--- src/rtl/nes_joypad_pkg.sv ---
// Shared definitions for the NES joypad controller:
// button bit order, HPS register map and arbitration modes.
package nes_joypad_pkg;

   localparam int BTN_A      = 0;
   localparam int BTN_B      = 1;
   localparam int BTN_SELECT = 2;
   localparam int BTN_START  = 3;
   localparam int BTN_UP     = 4;
   localparam int BTN_DOWN   = 5;
   localparam int BTN_LEFT   = 6;
   localparam int BTN_RIGHT  = 7;

   localparam logic [1:0] REG_HPS_PAD   = 2'd0;
   localparam logic [1:0] REG_CTRL      = 2'd1;
   localparam logic [1:0] REG_PAD_STATE = 2'd2;
   localparam logic [1:0] REG_SHIFT_CNT = 2'd3;

   localparam logic [3:0] SHIFT_SAT = 4'd8;

   typedef enum logic [1:0] {
      MODE_BOARD     = 2'b00,
      MODE_HPS       = 2'b01,
      MODE_MERGE     = 2'b10,
      MODE_MERGE_ALT = 2'b11
   } mode_e;

   function automatic logic [7:0] merge_pad(
      input mode_e      mode,
      input logic [7:0] board,
      input logic [7:0] hps
   );
      logic [7:0] w;
      case (mode)
         MODE_BOARD: w = board;
         MODE_HPS:   w = hps;
         default:    w = board | hps;
      endcase
      return w;
   endfunction

endpackage

--- src/rtl/joypad_debounce.sv ---
// One-bit synchronizer followed by a stability counter;
// the output follows the input only after it has held long enough.
module joypad_debounce
   import nes_joypad_pkg::*;
#(
   parameter int DEBOUNCE_CYCLES = 50000,
   parameter int SYNC_STAGES     = 2
) (
   input  logic clk,
   input  logic rst_n,
   input  logic din,
   output logic dout
);

   localparam int CW = (DEBOUNCE_CYCLES > 1) ? $clog2(DEBOUNCE_CYCLES) : 1;
   localparam logic [CW-1:0] CNT_MAX = CW'(DEBOUNCE_CYCLES - 1);

   logic [SYNC_STAGES-1:0] sync_q, sync_d;
   logic [CW-1:0]          cnt_q, cnt_d;
   logic                   state_q, state_d;
   logic                   in_s;

   assign in_s = sync_q[SYNC_STAGES-1];
   assign dout = state_q;

   always_comb begin
      sync_d[0] = din;
      for (int i = 1; i < SYNC_STAGES; i++) begin
         sync_d[i] = sync_q[i-1];
      end
   end

   always_comb begin
      cnt_d   = cnt_q;
      state_d = state_q;
      if (in_s == state_q) begin
         cnt_d = '0;
      end else if (cnt_q == CNT_MAX) begin
         state_d = in_s;
         cnt_d   = '0;
      end else begin
         cnt_d = cnt_q + 1'b1;
      end
   end

   always_ff @(posedge clk) begin
      if (!rst_n) begin
         sync_q  <= '0;
         cnt_q   <= '0;
         state_q <= 1'b0;
      end else begin
         sync_q  <= sync_d;
         cnt_q   <= cnt_d;
         state_q <= state_d;
      end
   end

endmodule

--- src/rtl/nes_joypad_ctrl.sv ---
// NES $4016 joypad built from board keys/switches and an HPS-written
// button word, with a small Avalon register slave for software.
module nes_joypad_ctrl
   import nes_joypad_pkg::*;
#(
   parameter int DEBOUNCE_CYCLES = 50000,
   parameter int SYNC_STAGES     = 2
) (
   input  logic       clk_clk,
   input  logic       reset_reset_n,
   input  logic [3:0] board_key,
   input  logic [9:0] board_sw,
   input  logic [1:0] avs_address,
   input  logic       avs_read,
   input  logic       avs_write,
   input  logic [7:0] avs_writedata,
   output logic [7:0] avs_readdata,
   input  logic       cpu_4016_wr,
   input  logic       cpu_wdata0,
   input  logic       cpu_4016_rd,
   output logic       joy1_data
);

   // Keys are inverted up front so every debounced bit means "pressed"
   logic [8:0] raw;
   logic [8:0] db;
   logic       unused_sw;

   assign raw       = {board_sw[9], board_sw[3:0], ~board_key};
   assign unused_sw = ^board_sw[8:4];

   for (genvar i = 0; i < 9; i++) begin : g_db
      joypad_debounce #(
         .DEBOUNCE_CYCLES (DEBOUNCE_CYCLES),
         .SYNC_STAGES     (SYNC_STAGES)
      ) u_db (
         .clk   (clk_clk),
         .rst_n (reset_reset_n),
         .din   (raw[i]),
         .dout  (db[i])
      );
   end

   logic [7:0] hps_pad_q, hps_pad_d;
   logic [1:0] ctrl_q, ctrl_d;
   logic [7:0] pad_q, pad_d;
   logic       strobe_q, strobe_d;
   logic [7:0] shift_q, shift_d;
   logic [3:0] cnt_q, cnt_d;
   logic [7:0] rdata_q, rdata_d;
   logic [7:0] board_w;
   mode_e      mode_eff;

   always_comb begin
      board_w             = '0;
      board_w[BTN_A]      = db[0];
      board_w[BTN_B]      = db[1];
      board_w[BTN_SELECT] = db[2];
      board_w[BTN_START]  = db[3];
      board_w[BTN_UP]     = db[4];
      board_w[BTN_DOWN]   = db[5];
      board_w[BTN_LEFT]   = db[6];
      board_w[BTN_RIGHT]  = db[7];
      mode_eff = db[8] ? MODE_BOARD : mode_e'(ctrl_q);
      pad_d    = merge_pad(mode_eff, board_w, hps_pad_q);
   end

   always_comb begin
      hps_pad_d = hps_pad_q;
      ctrl_d    = ctrl_q;
      rdata_d   = rdata_q;
      if (avs_read) begin
         case (avs_address)
            REG_HPS_PAD:   rdata_d = hps_pad_q;
            REG_CTRL:      rdata_d = {6'b0, ctrl_q};
            REG_PAD_STATE: rdata_d = pad_q;
            default:       rdata_d = {4'b0, cnt_q};
         endcase
      end
      if (avs_write) begin
         case (avs_address)
            REG_HPS_PAD: hps_pad_d = avs_writedata;
            REG_CTRL:    ctrl_d    = avs_writedata[1:0];
            default:     ;
         endcase
      end
   end

   // A read coinciding with a $4016 write never shifts
   always_comb begin
      strobe_d = cpu_4016_wr ? cpu_wdata0 : strobe_q;
      shift_d  = shift_q;
      cnt_d    = cnt_q;
      if (strobe_q) begin
         shift_d = pad_q;
         cnt_d   = '0;
      end else if (cpu_4016_rd && !cpu_4016_wr) begin
         shift_d = {1'b1, shift_q[7:1]};
         if (cnt_q != SHIFT_SAT) cnt_d = cnt_q + 4'd1;
      end
   end

   always_ff @(posedge clk_clk) begin
      if (!reset_reset_n) begin
         hps_pad_q <= '0;
         ctrl_q    <= '0;
         pad_q     <= '0;
         strobe_q  <= 1'b0;
         shift_q   <= '0;
         cnt_q     <= '0;
         rdata_q   <= '0;
      end else begin
         hps_pad_q <= hps_pad_d;
         ctrl_q    <= ctrl_d;
         pad_q     <= pad_d;
         strobe_q  <= strobe_d;
         shift_q   <= shift_d;
         cnt_q     <= cnt_d;
         rdata_q   <= rdata_d;
      end
   end

   assign joy1_data    = shift_q[0];
   assign avs_readdata = rdata_q;

endmodule

--- config.mk ---
export PLATFORM = sky130hd
export DESIGN_NAME = nes_joypad_ctrl
export DESIGN_NICKNAME = d
export VERILOG_FILES = /design/src/rtl/nes_joypad_pkg.sv /design/src/rtl/joypad_debounce.sv /design/src/rtl/nes_joypad_ctrl.sv
export SDC_FILE = /design/constraint.sdc
export NUM_CORES = 1
export LEC_CHECK = 0
export CORE_MARGIN = 5
export CORE_UTILIZATION = 50
export DETAILED_ROUTE_END_ITERATION = 10
export PLACE_DENSITY_LB_ADDON = 0.1
export SLEW_MARGIN = 0
export SYNTH_ARGS = -nofsm -noshare
export SYNTH_HDL_FRONTEND = slang
export SYNTH_HIERARCHICAL = 1
export SYNTH_SLANG_ARGS = --single-unit
--- constraint.sdc ---
create_clock -name clk_clk -period 4.29 [get_ports clk_clk]
set_clock_uncertainty 0.15 [all_clocks]
set_input_delay 0.429 -clock clk_clk [delete_from_list [all_inputs] [get_ports clk_clk]]
set_output_delay 0.429 -clock clk_clk [all_outputs]
set_load 0.02 [all_outputs]
Yosys cells after proc, flatten, opt, wreduce, memory -nomap -nowiden:

Index checks and enable logic that the tools add are counted.

* bits in registers: 210
* input bits: 31
* output and inout bits: 9
* word-level logic and storage cells: 110

* $add $sub $neg: 10
* equal/unequal tests: 22
* mux-type cells: 5
* bitwise operators: 12
* reduce and logical (&&, ||, !) cells: 27

Operators by type and width (count)
* $add A16 B1 Y16 const B: 9
* $eq A16 B16 Y1 const B: 9
* $reduce_or A3 Y1: 9
* $pmux W8 S3: 1
* $reduce_and A2 Y1: 12
* $mux W8: 2
* $pmux W8 S2: 1
* $not A1 Y1: 10
* $eq A1 B1 Y1: 9
* $or A8 B8 Y8: 1
* $add A4 B1 Y4 const B: 1
* $eq A2 B1 Y1 const B: 2
* $logic_not A2 Y1: 2
* $ne A4 B4 Y1 const B: 1
* $not A4 Y4: 1
* $eq A2 B2 Y1 const B: 1
* $mux W2: 1
* $reduce_bool A2 Y1: 1
* $reduce_or A2 Y1: 1
* $logic_and A1 B1 Y1: 1
* $logic_not A1 Y1: 1

Depth between registers and ports, before layout:

* depth in word-level cells: 4
* gate-level depth with buffers: 6
* depth with buffers taken out: 5

Modules after synthesis:

The synthesis kept the hierarchy.

Modules (own cells, without submodules)
* joypad_debounce: instances 9, cells an instance 87, area each 837.1 um^2, sequential area each 380.4 um^2
* nes_joypad_ctrl: instances 1, cells an instance 203, area each 1870.5 um^2, sequential area each 780.7 um^2

Least setup slack after synthesis:

OpenSTA, ideal clock, no wires.

* path type: register to register
* start point: register g_db[0].u_db.cnt_q[0]
* end point: register g_db[0].u_db.cnt_q[10]
* library setup time: 0.115 ns
* arrival: 1.292 ns
* required time: 4.025 ns
* slack: 2.734 ns
* stages on the path, launching flop included: 7
* buffers on the path: 1
* clock period less this slack: 1.556 ns
* cell sequence: dfxtp_1 -> ha_1 -> nand3_2 -> nand4b_1 -> nand3_2 -> buf_6 -> nor2_1

* word-level cells in the longest chain between the ends: 2
* elaborated cells between the ends (all ways): 3
* classes of those cells: 1 x add/sub; 1 x eq/ne; 1 x reduce/logical

Ends and longest elaborated chain
* start, declared: RTL line joypad_debounce.sv:19 `logic [CW-1:0] cnt_q, cnt_d;`
* start signal, assigned: RTL line joypad_debounce.sv:53 `cnt_q <= cnt_d;`
* parallel branches: the longest is 2 deep, another holds $add A16 B1 Y16

Parallel ways; which one is timed is not known.
A chain may end at the register's enable or synchronous reset.

Worst setup path in the final report:

* start point: register rdata_q[3] (netlist: avs_readdata[3])
* end point: output avs_readdata[3]

RTL lines
* start, declared: RTL line nes_joypad_ctrl.sv:50 `logic [7:0] rdata_q, rdata_d;`
* start signal, assigned: RTL line nes_joypad_ctrl.sv:119 `rdata_q <= rdata_d;`
* end, declared: RTL line nes_joypad_ctrl.sv:17 `output logic [7:0] avs_readdata,`

No word-level cell between the ends.

==> results <==
- The run finished with clean final reports.
- The tool flagged a number of max-cap violations equal to 0.
- met2 is the most crowded layer.
- The die extent in y is 147 um.
- The number of unique standard cell types used by synthesis is 39.
- In the global route stage, met3 resource usage came out at between 2 and 3%.
- For the worst-skew pair, the clock arrives at the later sink with an insertion delay of about 0.5 ns.
- In this run the power density over the cells is ~380 nW/um^2.
- The number of synthesized flops with an enable pin is 0.
- The die extent in x is around 150 um.
- The minimum clock period is between 2 and 2.5 ns.
- In this run the core area contains 50 standard-cell rows.
- The fraction of layout cells with a size suffix above 1 is 10.7%.
- After routing, the total negative slack on setup checks comes to 0 ns.
- In this run the remaining antenna-violating nets after routing total 0.
- The pre-antenna-repair detailed-routing pass consisted of 4 iterations.
- Once layout is complete, the cells apart from fillers number 1,271.
- The final-stage net count is ~1,100.
- The die area is ~22,000 um^2.
- Summed over all layers, the global routing overflow is 0.
- STA classifies the critical path startpoint as a register.
- The count of final max-slew check failures is 0.
- Global routing consumed, on the met1 layer, 21.8% of the routing resources.
- The leakage dissipation is 3.41 nW.
- After technology mapping, the gate count stands at about 990.
- The fraction of the yosys area taken by sequential cells is 44.7%.
- Across every metal layer, demand over resource in global routing totals between 15 and 20%.
- The count of unresolved DRC violations after routing is 0.
- Data on the critical path is required at its endpoint by 3.71 ns.
- The maximum fanout along the worst path is 2.
- The number of global-route vias before repair was between 5,000 and 6,000.
- The cell at the root of the clock tree is clkbuf_16.
- The sink count of the clock tree is 210.
- After layout, the worst setup slack is around 2.2 ns.
- The worst hold path was traced through 2 stages.
- The number of antenna violations at the first check in global routing came to 0.
- The final critical-path share of the clock period is roughly half.
- The number of buffers and inverters on the critical path is 1.
- Using the TritonRoute via totals, the vias-per-cell ratio works out to 5.04.
- STA puts the critical path data arrival time at ~1.5 ns.
- The count of warnings emitted by yosys is 6.
- The first global-routing pass estimated 28,700 um of wire.
- The synthesis-to-finish area growth is 12.8%.
- The routed via count is ~6,400.
- The pin count of the biggest net entering global routing is just under 70.
- Traced cell by cell, the critical path runs through clkdlybuf4s50_1.
- Counting along the longest clock path gives a buffer depth of 3.
- Setup violations remaining at the end of the flow were counted as 0.
- The post-synthesis register bit count is 210.
- Cells fill 56.9% of the core in the end.
- For met2 alone, demand over resource in global routing was 24.0%.
- Counting flops with an async set or reset pin after synthesis yields a share of 0%.
- The filler cell count in the final layout is about 1,700.
- The slowest stage of the critical path is the clkdlybuf4s50_1 cell.
- The average instance in the mapped netlist occupies 9.54 um^2.
- The total nets after synthesis is 1,028.
- The worst setup path is captured at a primary output.
- The first-iteration detailed-routing DRC count is 256.
- The routed wire length is 16,400 um.
- Setup repair after global routing left no endpoint under its margin.
- The total CTS buffers is 23.
- 0 antenna diodes ended up in the layout.
- Once the clock tree was built, the resizer swapped 0 gates to a different size.
- The HPWL after detailed placement is 10,900 um.
- The number of placed instances, taps included, is 1,231.
- The area of the mapped netlist is 9400 um^2.
- In this run the tightest slew margin relative to its limit is 41.5%.
- For this run, the slowest stage of the critical path takes 0.63 ns.
- The floorplan core area is around 19,000 um^2.
- The minimum setup slack after placement is 1.74 ns.
- The count of buffers added on input and output ports is 34.
- TritonCTS built the clock tree.
- The kind of path behind the tightest hold check is input port to register.
- The total power consumption of the routed design is about 4 mW.
- In this run the number of cells on the critical path is 1.
- The cell class contributing the biggest share of worst-path delay is buffers and inverters.
- In this run the post-CTS setup repair buffer count came out at 0.
- The actual slew at the worst max-slew pin is 0.874 ns.
- The worst setup path is of the register to primary output kind.
- For this configuration, the core starts out at a cell density of between 50% and 60%.
- The maximum operating frequency is ~480 MHz.
- After clock tree synthesis, the clock-pin slew on the worst setup and hold paths is 0.06 ns.
- The worst reg2reg path depth is 5.
- The most instantiated flip-flop cell in the synthesis netlist is dfxtp_1.
- The number of failing hold endpoints at the final stage is 0.
- The post-cts hold buffer count is 0.
- The total I/O pin count is 40.
- Routability-driven placement finished with a final weighted congestion of between 0.7 and 0.8.
- Dividing the detail-routed wire length by the instance count gives roughly 13 um.
- The total number of H-tree levels is 1.
- The worst-case IR drop observed on VDD is 285 uV.
cell usage after synthesis (11+ instances only):
cell	n	area, um^2
nor3_1	36	180
nor4_2	27	338
nor4bb_1	18	180
xnor2_1	117	1020
and2_1	22	138
nor2b_1	31	194
nand3_1	37	185
dfxtp_1	210	4200
ha_1	11	138
inv_1	47	176
nand2_1	33	124
mux2i_1	34	340
a21oi_1	19	95.1
o21ai_0	12	60.1
nand4_1	18	113
nor2_1	190	713
nand3_2	18	180
xor2_1	18	158
buf_6	11	124
stage by stage:
| stage | hold WS (ns) | area, um^2 |
|---|---|---|
| after floorplan | 0.262 | 9400 |
| final | 0.0979 | 10600 |
| after CTS | 0.0869 | 10600 |
| after detailed placement | 0.270 | 9870 |
| after global routing | 0.101 | 10600 |
| after global placement | 0.266 | 9870 |
layout make-up:
cell class | count | area [um^2] | share of cell area (%)
Inverter | 47 | 176 | 1.66
Timing Repair Buffer | 35 | 355 | 3.35
Multi-Input combinational cell | 705 | 4840 | 45.6
Sequential cell | 210 | 4200 | 39.6
Clock buffer | 35 | 681 | 6.42
Clock inverter | 5 | 57.6 | 0.543
Tap cell | 234 | 293 | 2.76
per-layer routing:
metal,vias up,routed length [um]
li1,3414,-
met1,2903,8350
met2,62,7160
met3,28,496
met4,0,393
met5,-,0
placed cells by master (no fill, tap or decap), types with 2 or more instances in the layout:
cell / n
nor2_1: 190
nand4b_1: 9
o22ai_1: 4
nand4_4: 9
nand3_1: 37
nor4bb_1: 18
clkbuf_1: 6
clkbuf_16: 23
o21ai_0: 12
clkbuf_8: 6
clkinvlp_4: 3
or3_1: 2
nor2b_1: 31
nand2_1: 33
a31oi_1: 2
ha_1: 11
clkdlybuf4s50_1: 33
nor4_2: 27
nor3_1: 36
nor2_2: 9
mux2i_1: 34
xor2_1: 18
nand3b_1: 2
a21oi_1: 19
mux2_2: 2
nand3_2: 18
dfxtp_1: 210
nor4b_1: 9
nand4_1: 18
xnor2_1: 117
o221a_2: 8
nand2b_1: 2
inv_1: 47
and2_1: 22
final timing paths:
| check | startpoint | end | slack [ns] |
|---|---|---|---|
| worst max-delay path | avs_readdata[3]$_SDFFE_PN0P_ | avs_readdata[3] | 2.20 |
| worst min-delay path | reset_reset_n | g_db[4].u_db/sync_q[0]$_SDFF_PN0_ | 0.1 |
| worst max register to register | g_db[8].u_db/cnt_q[0]$_SDFF_PP0_ | g_db[8].u_db/cnt_q[3]$_SDFF_PP0_ | 2.49 |
| worst min register to register | g_db[7].u_db/sync_q[0]$_SDFF_PN0_ | g_db[7].u_db/sync_q[1]$_SDFF_PN0_ | 0.28 |
report_power, final:
group,total [mW],internal [mW],switching [mW]
logic,0.115,0.0577,0.0575
clock network,1.90,1.15,0.749
registers,1.99,1.97,0.0171
total,4.00,3.18,0.824
registers in the layout, summed over array words and instances (netlist names):
name,cells
avs_readdata,8
cnt_q,4
ctrl_q,2
g_db.u_db/cnt_q,144
g_db.u_db/dout,9
g_db.u_db/sync_q,18
hps_pad_q,8
pad_q,8
shift_q,8
strobe_q,1
cell families after synthesis:
| family | Yosys count | share of synthesized area, % |
|---|---|---|
| AOI/OAI and AO/OA | 47 | 3.17 |
| xor gates and xnor gates | 135 | 12.6 |
| adders and majority gates | 11 | 1.46 |
| buffers and inverters | 71 | 3.82 |
| DFF | 210 | 44.7 |
| muxes | 38 | 4.38 |
| and+or+nand+nor | 474 | 29.9 |
Power figures use the tool's default switching activity.
